===== src/rtl/mips_pkg.sv =====
// Shared MIPS core constants: datapath widths and memory-access type encodings.
package mips_pkg;

  localparam int unsigned DATA_W = 32;
  localparam int unsigned REG_AW = 5;

  localparam logic [1:0] MEM_WORD = 2'b00;
  localparam logic [1:0] MEM_HALF = 2'b01;
  localparam logic [1:0] MEM_BYTE = 2'b10;

endpackage : mips_pkg


===== src/rtl/load_align.sv =====
// Combinational load extraction from a big-endian, word-aligned memory word,
// plus the misaligned-load flag.
// Ports:
//   MemReadDataM  : raw word from DataMemory (byte 0 = bits [31:24])
//   off           : byte offset, ALUResultM[1:0]
//   MemTypeM      : access size (word/half/byte; 11 behaves as word)
//   LoadUnsignedM : zero-extend instead of sign-extend
//   MemtoRegM     : instruction is a load (qualifies the misalign flag)
//   LoadDataM     : aligned, extended load data
//   MisalignM     : load address not naturally aligned for its size
module load_align
  import mips_pkg::*;
(
  input  logic [DATA_W-1:0] MemReadDataM,
  input  logic [1:0]        off,
  input  logic [1:0]        MemTypeM,
  input  logic              LoadUnsignedM,
  input  logic              MemtoRegM,
  output logic [DATA_W-1:0] LoadDataM,
  output logic              MisalignM
);

  logic [15:0] half_sel;
  logic [7:0]  byte_sel;

  // Half/byte lane select; off 0 is the most significant lane.
  always_comb begin
    half_sel = off[1] ? MemReadDataM[15:0] : MemReadDataM[31:16];
    case (off)
      2'b00:   byte_sel = MemReadDataM[31:24];
      2'b01:   byte_sel = MemReadDataM[23:16];
      2'b10:   byte_sel = MemReadDataM[15:8];
      default: byte_sel = MemReadDataM[7:0];
    endcase
  end

  // Extension by access size; reserved type falls through to word.
  always_comb begin
    case (MemTypeM)
      MEM_HALF: LoadDataM = {{16{~LoadUnsignedM & half_sel[15]}}, half_sel};
      MEM_BYTE: LoadDataM = {{24{~LoadUnsignedM & byte_sel[7]}}, byte_sel};
      default:  LoadDataM = MemReadDataM;
    endcase
  end

  // Bytes can never be misaligned; reserved type is checked as word.
  always_comb begin
    case (MemTypeM)
      MEM_HALF: MisalignM = MemtoRegM & off[0];
      MEM_BYTE: MisalignM = 1'b0;
      default:  MisalignM = MemtoRegM & (off != 2'b00);
    endcase
  end

endmodule : load_align


===== src/rtl/mem_wb_stage.sv =====
// MEM/WB pipeline register: load alignment, result selection, W-stage
// control with stall/flush, misalign tracking and a retired-instruction count.
// Ports:
//   Clk, Reset (async, active-low)
//   M-stage inputs : ValidM, MemReadDataM, ALUResultM, PCPlus8M, WriteRegM,
//                    RegWriteM, MemtoRegM, LinkM, MemTypeM, LoadUnsignedM
//   Control        : StallW (hold), FlushW (bubble, wins over stall)
//   W-stage outputs: ResultW, WriteRegW, RegWriteW, ValidW, MisalignW,
//                    InstRetired
module mem_wb_stage
  import mips_pkg::*;
#(
  parameter int unsigned DATA_W = mips_pkg::DATA_W,
  parameter int unsigned REG_AW = mips_pkg::REG_AW,
  parameter int unsigned CNT_W  = 32
) (
  input  logic              Clk,
  input  logic              Reset,
  input  logic              ValidM,
  input  logic [DATA_W-1:0] MemReadDataM,
  input  logic [DATA_W-1:0] ALUResultM,
  input  logic [DATA_W-1:0] PCPlus8M,
  input  logic [REG_AW-1:0] WriteRegM,
  input  logic              RegWriteM,
  input  logic              MemtoRegM,
  input  logic              LinkM,
  input  logic [1:0]        MemTypeM,
  input  logic              LoadUnsignedM,
  input  logic              StallW,
  input  logic              FlushW,
  output logic [DATA_W-1:0] ResultW,
  output logic [REG_AW-1:0] WriteRegW,
  output logic              RegWriteW,
  output logic              ValidW,
  output logic              MisalignW,
  output logic [CNT_W-1:0]  InstRetired
);

  logic [DATA_W-1:0] load_data;
  logic              misalign;

  logic [DATA_W-1:0] result_d,   result_q;
  logic [REG_AW-1:0] wreg_d,     wreg_q;
  logic              regwrite_d, regwrite_q;
  logic              valid_d,    valid_q;
  logic              misalign_d, misalign_q;
  logic [CNT_W-1:0]  cnt_d,      cnt_q;

  load_align u_load_align (
    .MemReadDataM  (MemReadDataM),
    .off           (ALUResultM[1:0]),
    .MemTypeM      (MemTypeM),
    .LoadUnsignedM (LoadUnsignedM),
    .MemtoRegM     (MemtoRegM),
    .LoadDataM     (load_data),
    .MisalignM     (misalign)
  );

  // Next-state: flush clears control only, stall holds everything.
  always_comb begin
    result_d   = result_q;
    wreg_d     = wreg_q;
    regwrite_d = regwrite_q;
    valid_d    = valid_q;
    misalign_d = misalign_q;
    cnt_d      = cnt_q;
    if (FlushW) begin
      regwrite_d = 1'b0;
      valid_d    = 1'b0;
      misalign_d = 1'b0;
    end else if (!StallW) begin
      if (LinkM)          result_d = PCPlus8M;
      else if (MemtoRegM) result_d = load_data;
      else                result_d = ALUResultM;
      wreg_d     = WriteRegM;
      // $0 is hardwired and misaligned loads must not corrupt the file.
      regwrite_d = ValidM & RegWriteM & ~misalign & (WriteRegM != '0);
      valid_d    = ValidM;
      misalign_d = ValidM & misalign;
      if (ValidM) cnt_d = cnt_q + CNT_W'(1);
    end
  end

  // W-stage register bank.
  always_ff @(posedge Clk or negedge Reset) begin
    if (!Reset) begin
      result_q   <= '0;
      wreg_q     <= '0;
      regwrite_q <= 1'b0;
      valid_q    <= 1'b0;
      misalign_q <= 1'b0;
      cnt_q      <= '0;
    end else begin
      result_q   <= result_d;
      wreg_q     <= wreg_d;
      regwrite_q <= regwrite_d;
      valid_q    <= valid_d;
      misalign_q <= misalign_d;
      cnt_q      <= cnt_d;
    end
  end

  assign ResultW     = result_q;
  assign WriteRegW   = wreg_q;
  assign RegWriteW   = regwrite_q;
  assign ValidW      = valid_q;
  assign MisalignW   = misalign_q;
  assign InstRetired = cnt_q;

endmodule : mem_wb_stage


===== config.mk =====
export PLATFORM = sky130hd
export DESIGN_NAME = mem_wb_stage
export DESIGN_NICKNAME = d
export VERILOG_FILES = /design/src/rtl/mips_pkg.sv /design/src/rtl/load_align.sv /design/src/rtl/mem_wb_stage.sv
export SDC_FILE = /design/constraint.sdc
export NUM_CORES = 1
export LEC_CHECK = 0
export BUFFER_PORTS_ARGS = -buffer_cell sky130_fd_sc_hd__buf_4
export CAP_MARGIN = 30
export CORE_MARGIN = 5
export CORE_UTILIZATION = 25
export DETAILED_ROUTE_END_ITERATION = 10
export PLACE_DENSITY = 0.59
export SLEW_MARGIN = 10
export SYNTH_ARGS = -nofsm -noshare
export SYNTH_HDL_FRONTEND = slang
export SYNTH_SLANG_ARGS = --single-unit

===== constraint.sdc =====
create_clock -name Clk -period 2.05 [get_ports Clk]
set_clock_uncertainty 0.2 [all_clocks]
set_input_delay 0.1025 -clock Clk [delete_from_list [all_inputs] [get_ports Clk]]
set_output_delay 0.1025 -clock Clk [all_outputs]
set_load 0.01 [all_outputs]

Yosys cells after proc, flatten, opt, wreduce, memory -nomap -nowiden
Cells that the tools add are included.

Flip-flop bits (word level): 72. Bits in latches: 0. RAM bits: 0. ROM bits: 0. Input port bits: 112. Output and inout bits: 72. Word-level logic and storage cells: 41. Memories kept: 0.

$add $sub $neg: 1. Multipliers: 0. Divide/modulo/power cells: 0. $lt $le $gt $ge: 0. Equality and inequality tests: 5. Shift operators: 0. Muxes and demuxes: 12. Bitwise logic cells: 12. Reductions and logical operators: 5.

Operators with widths (number): 2-to-1 mux 32 bit (2); one-hot mux 32 bit (2 select lines) (1); adder 32 x 1 -> 32 bit (second input constant) (1); one-hot mux 8 bit (3 select lines) (1); 2-to-1 mux 16 bit (1); AND 1 bit (8); 2-to-1 mux 1 bit (6); nonzero test 5 bit (1); equality test 2 x 1 -> 1 bit (second input constant) (2); equality test 2 bit (second input constant) (2); NOT 1 bit (4); AND reduction 3 bit (1); logical NOT 2 bit (1); inequality test 2 x 1 -> 1 bit (second input constant) (1); one-hot mux 1 bit (2 select lines) (1); AND reduction 2 bit (1); nonzero test 2 bit (1).

Longest topological paths before layout
Gate-level depths: netlist of the first run.

Depth in word-level cells: 8. Mapped depth: 9. Depth with buffers taken out: 7.

Cells and area by module
A second synthesis of the first run with hierarchy kept.

Cell total of the unflattened synthesis: 499. Area, all modules: 4493.1 um2.

By module, submodules not included: mem_wb_stage (instances 1, cells each 370, area each 3565.9 um2, sequential area each 1801.7 um2); load_align (instances 1, cells each 129, area each 927.1 um2, sequential area each 0.0 um2).

Worst setup path before layout of the first run
Ideal clock, no wire load.

Kind: reg-to-reg. Start: register cnt_q[2] (netlist: InstRetired[2]). End: register cnt_q[26] (netlist: InstRetired[26]). Setup time: 126 ps. Arrival: 1436 ps. Required time: 1724 ps. Path slack: 288 ps. Cell stages (with the launch flop): 7. Buffers on the path: 1. Period minus slack after synthesis: 1762 ps. Cell sequence: dfrtp_1 -> and4bb_2 -> and4_1 -> buf_2 -> and2_4 -> and3_1 -> xor2_1.

Cells in the longest elaborated chain, start to end: 1.

RTL lines: from (decl) (line mem_wb_stage.sv:47) `logic [CNT_W-1:0] cnt_d, cnt_q;`; from (signal assigned) (line mem_wb_stage.sv:99) `cnt_q <= cnt_d;`; adder 32 x 1 -> 32 bit (line mem_wb_stage.sv:80) `if (ValidM) cnt_d = cnt_q + CNT_W'(1);`.

No other way between the ends. A chain may end at the register's enable or synchronous reset.

Final worst setup path of the first run
Start: input StallW. End: register cnt_q[15] (netlist: InstRetired[15]).

Cells in the longest elaborated chain, start to end: 2.

RTL lines: from (decl) (line mem_wb_stage.sv:29) `input logic StallW,`; NOT 1 bit (no line); AND reduction 3 bit (no line).

No other way between the ends.

==> results.yml, run 1 <==
cts:
  clock_sinks: 72
  cts_made_buffers: 9
  clock_latency_ns: 0.33
  cts-root-buf: "clkbuf_16"
  ctsLongestPathBuffers: 2
  clkTransAtPathRegs_ns: 0.06
  htreeDepth: 3
  cts_tree: "built"
critical_path:
  critPathCaptureType: "flip-flop"
  crit_fanout: 6
  cp-start-kind: "primary input"
  critical_path_class: "primary input to flip-flop"
  critical_path_arrival_ns: 1.99
  r2r-end: "InstRetired[26]$_DFFE_PN0P_"
  cp-startpoint: "StallW"
  required_ns: 2.07
  setup.worst_path.end: "InstRetired[15]$_DFFE_PN0P_"
  rr_worst_depth: 5
  r2r_slack_ns: 0.28
  r2r_start: "InstRetired[8]$_DFFE_PN0P_"
synth:
  syn_nets: 568
  avgSynthCellArea_um2: 9.07
  yosys-top-cells-area: "dfrtp_1 (44%), o21ai_0 (5.6%), a221oi_1 (4.9%), xnor2_1 (4.9%), nand2_1 (4.7%)"
  synth_ff_type: "dfrtp_1"
  synth-edff-count: 0
  yosysTopAreaCell: "dfrtp_1"
  yosys_warnings: 0
  synth_cell_types: 46
  syn_inst: 453
  synth_area_um2: 4110
  seq_area_frac_synth: 0.438
  synthArstFlopShare: 1.00
  synth-seq-cells: 72
  synth_common_cells: "dfrtp_1 (72), nand2_1 (52), o21ai_0 (46), a21oi_1 (36), and3_1 (29)"
  yosysMostFrequentCell: "dfrtp_1"
  synth_top_area_frac: 0.438
grt:
  grt_max_degree: 44
  grt_overflow: 0
  grt_pass1_wl_um: 26800
  track_usage: 0.175
  grt_pass1_vias: 4986
  antenna_found_initial: 1
timing:
  finalSetupViolCount: 0
  worstMarginPinSlew_ns: 0.531
  period_minus_slack_ns: 1.97
  fin_crit_sh: 0.961
  report.final.hold_viol_count: 0
  drv_slew: 0
  fin_ws_ns: 0.0806
  setup_tns_ns: 0
  max_freq_ghz: 0.508
  slew_headroom: 0.643
pwr:
  power_uw: 4640
  leakage_uw: 0.00338
  power_density_nw_per_um2: 650
  peakVddDrop_mv: 0.376
floorplan:
  dieHeight_um: 138
  row_count: 46
  io_pins: 184
  core_area_um2: 16000
  fp.dieW_um: 138
  dieArea_um2: 19100
  start_util: 0.257
finish:
  post-route-util: 0.447
  num-nets-final: 851
  fin_area_um2: 7150
  drive_gt1_frac: 0.327
  syn2layout_area_growth_pct: 73.9
route:
  routed_wl_um: 17300
  drtIter0Drc: 237
  drt_first_pass_iters: 6
  wl_per_cell_um: 18.0
  antenna_violating_nets_post_route: 0
  via_count: 4666
  drc: 0
  vias_per_cell: 4.87
place:
  placed_cell_area_um2: 5770
  dp_hpwl_um: 12400
  io_buffers: 183
  pre_cts_ws_ns: 0.0192
  gp_congestion: 0.845
flow_run:
  drv_cap: 0
min_path:
  hold_path_class: "primary input to flip-flop"
run_status:
  run_status: "finished, final reports clean"
worst max-delay path: stages:
cell           delay, ns
dlygate4sd3_1       0.55
buf_6               0.14
or3b_4              0.41
nor3_4              0.30
and3_4              0.26
nand3_1             0.09
xnor2_1             0.13
stage by stage:
| stage | hold WS [ns] | instances |
|---|---|---|
| 2_1_floorplan | -0.393 | 453 |
| 3_3_place_gp | -0.142 | 836 |
| 3_5_place_dp | -0.133 | 836 |
| 4_1_cts | 0.0133 | 951 |
| 5_1_grt | 0.0589 | 958 |
| 6_report | 0.0248 | 958 |
how the worst min path moves through the flow:
stage,slack [ns],end,from,depth (start not counted)
finish,0.02,ResultW[1]$_DFFE_PN0P_,MemReadDataM[1],5
global route,0.06,ResultW[0]$_DFFE_PN0P_,PCPlus8M[0],4
CTS,0.01,ResultW[0]$_DFFE_PN0P_,PCPlus8M[0],4
detailed placement,-0.13,InstRetired[2]$_DFFE_PN0P_,Reset,1
global placement,-0.14,InstRetired[2]$_DFFE_PN0P_,Reset,1
floorplan,-0.39,InstRetired[0]$_DFFE_PN0P_,Reset,0
layout by cell type, fill, tap and decap left out, types with 2 or more instances in the layout:
cell	instances
ha_1	3
a22o_1	5
a21oi_1	36
nand4_1	6
clkbuf_8	3
dfrtp_1	72
buf_6	2
a221oi_1	21
o221ai_1	7
and2_4	2
buf_12	2
inv_1	12
a31oi_1	2
a22oi_1	2
o21ai_0	46
dlygate4sd3_1	99
nand3_1	11
nand2_1	52
o22ai_1	13
xor2_1	8
and4_1	10
nor2b_1	5
or3_1	2
buf_4	199
and2_1	3
a211o_1	5
nor2_1	18
xnor2_1	23
mux2_2	10
a221oi_2	2
clkbuf_16	9
and3_1	29
per-layer routing:
layer / up-vias / GRT usage / wire length [µm]
li1: 2244 / - / -
met1: 2186 / 0.216 / 7400
met2: 200 / 0.301 / 8430
met3: 36 / 0.0321 / 939
met4: 0 / 0.0718 / 512
met5: - / 0 / 0
what timing repair did:
action                     4_1_cts  5_1_grt
setup buffers                    0        5
hold buffers                    99        0
hold endpoints to repair       114        0
setup endpoints to repair        0        8
resized for setup                0        5
area by class of cell:
cell class                 count  area (µm²)
antenna                        1        2.50
clock buffer                  12         267
clock inverter                 4        51.3
fill                        1564        8850
inverter                      12        45.0
multi-input combinational    339        2160
sequential                    72        1800
tap                          216         270
timing repair buffer         302        2550
registers in the layout, summed over array words and instances (netlist names):
register,cells
InstRetired,32
MisalignW,1
RegWriteW,1
ResultW,32
ValidW,1
WriteRegW,5
power breakdown:
group          total, µW  internal [µW]  switching, µW
Combinational       1250            672            573
Sequential          1720           1580            143
Clock               1680           1040            634
cell families (layout without fill, tap and decap cells):
logic type               Yosys count  count (layout)  share of synthesized area
adder cells (fa/ha/maj)            3               3                    0.00913
buffers and inverters             42             330                     0.0408
AO/OA/AOI/OAI                    145             145                      0.223
XOR/XNOR                          31              31                     0.0661
multiplexers                      10              10                     0.0274
other                              0               1                          0
AND/OR/NAND/NOR                  150             150                      0.195
flip-flops                        72              72                      0.438
(Power assumes the default switching activity.)
==> run 2, diff against run 1 <==
Settings changed: REMOVE_ABC_BUFFERS from default to 1.
==> results.yml, run 2 (synthesis gave the netlist of run 1 again) <==
floorplan:
  core_area_um2: 16000
  dieHeight_um: 138
  io_pins: 184
  fp.dieW_um: 138
  row_count: 46
  start_util: 0.257
  dieArea_um2: 19100
cts:
  cts_made_buffers: 9
  clock_sinks: 72
  clkTransAtPathRegs_ns: 0.06
  cts-root-buf: "clkbuf_16"
  ctsLongestPathBuffers: 2
  clock_latency_ns: 0.34
  htreeDepth: 3
  cts_tree: "built"
  postCtsSetupBuffers: 0
finish:
  num-nets-final: 849
  drive_gt1_frac: 0.322
  final_common_cell: "buf_4"
  instances_no_fill: 957
  syn2layout_area_growth_pct: 72.7
  regArea_um2: 1800
  layout_common_cells: "buf_4 (198), dlygate4sd3_1 (100), dfrtp_1 (72), nand2_1 (52), o21ai_0 (46)"
  multiInputGateArea_um2: 2170
  fillers: 1576
pwr:
  power_density_nw_per_um2: 635
  peakVddDrop_mv: 0.410
  leakage_uw: 0.00334
critical_path:
  critical_path_class: "primary input to flip-flop"
  crit_fanout: 7
  crit_chain: "dlygate4sd3_1, buf_4, or3b_4, nor3_4, buf_4, and4_1, xor2_1"
  cp-start-kind: "primary input"
  critical_path_arrival_ns: 2.00
  required_ns: 2.11
  critPathMaxStageDelay_ns: 0.55
  crit_slowest_cell: "dlygate4sd3_1"
  crit_top_cell: "buf_4"
  critPathCaptureType: "flip-flop"
timing:
  slew_headroom: 0.559
  worst_hold_slack_ns: 0.0250
  period_minus_slack_ns: 1.95
  finalSetupViolCount: 0
  worstMarginPinSlew_ns: 0.659
  rsz0062_at_grt: "false"
  report.final.hold_viol_count: 0
  max_freq_ghz: 0.513
  setup_tns_ns: 0
  fin_crit_sh: 0.951
  drv_slew: 0
min_path:
  hold_path_class: "primary input to flip-flop"
route:
  vias_per_cell: 4.95
  drc: 0
  drtIter0Drc: 263
  wl_per_cell_um: 17.5
  antenna_violating_nets_post_route: 0
  via_count: 4735
  routed_wl_um: 16800
  drt_first_pass_iters: 5
grt:
  grt_pass1_vias: 5014
  track_usage: 0.174
  grt_overflow: 0
  grt_pass1_wl_um: 27100
  antenna_found_initial: 2
  grt_max_degree: 42
place:
  gp_congestion: 0.860
  io_buffers: 183
  place_inst: 839
  dp_hpwl_um: 12000
flow_run:
  drv_cap: 0
run_status:
  run_status: "finished, final reports clean"
[run 2: per-layer routing]
layer / routed length (µm) / part of all wire / up-vias / global-route usage
met5: 0 / 0 / - / 0
met4: 450 / 0.027 / 0 / 0.0582
met3: 1360 / 0.081 / 43 / 0.0600
met2: 8080 / 0.48 / 235 / 0.296
met1: 6880 / 0.41 / 2223 / 0.206
li1: - / - / 2234 / -
[run 2: through the flow]
stage | worst slack (ns) | cell area [µm²] | util | power, µW
3_3_place_gp | -0.0782 | 5770 | 0.361 | 2790
5_1_grt | 0.000303 | 7100 | 0.444 | 4740
4_1_cts | 0.0649 | 7070 | 0.442 | 4560
2_1_floorplan | 0.147 | 3990 | - | 2140
3_5_place_dp | 0.0881 | 5780 | 0.361 | 2810
6_report | 0.101 | 7100 | 0.444 | 4500
[run 2: final cells by class]
type / count / share of cell area
Timing Repair Buffer: 300 / 0.355
Multi-Input combinational cell: 339 / 0.305
Sequential cell: 72 / 0.254
Tap cell: 216 / 0.0381
Clock buffer: 11 / 0.0328
Clock inverter: 5 / 0.00811
Inverter: 12 / 0.00635
Antenna cell: 2 / 0.000705
[run 2: path summary, 6_finish.rpt]
check / start / endpoint / slack (ns) / depth (start not counted)
max reg2reg: InstRetired[4]$_DFFE_PN0P_ / InstRetired[18]$_DFFE_PN0P_ / 0.32 / 5
min reg2reg: InstRetired[26]$_DFFE_PN0P_ / InstRetired[26]$_DFFE_PN0P_ / 0.28 / 1
min in group asynchronous: Reset / InstRetired[3]$_DFFE_PN0P_ / 0.07 / 2
max: FlushW / InstRetired[11]$_DFFE_PN0P_ / 0.10 / 7
max in group asynchronous: Reset / ResultW[31]$_DFFE_PN0P_ / 1.00 / 3
min: MemReadDataM[1] / ResultW[1]$_DFFE_PN0P_ / 0.02 / 5
[run 2: where the power goes]
| part | internal [µW] | switching (µW) |
|---|---|---|
| Sequential | 1580 | 133 |
| Clock | 941 | 619 |
| Combinational | 666 | 567 |
| Total | 3190 | 1320 |
[run 2: worst max-delay path, delay by kind of cell]
family	cells	cell delay, ns
buffers and inverters	3	0.88
AND/OR/NAND/NOR	3	0.88
XOR/XNOR	1	0.15
[run 2: what timing repair did]
action | in CTS | in global routing
resized for setup | 0 | 4
endpoints found under the hold margin | 114 | 0
endpoints found under the setup margin | 0 | 8
hold buffers | 100 | 0
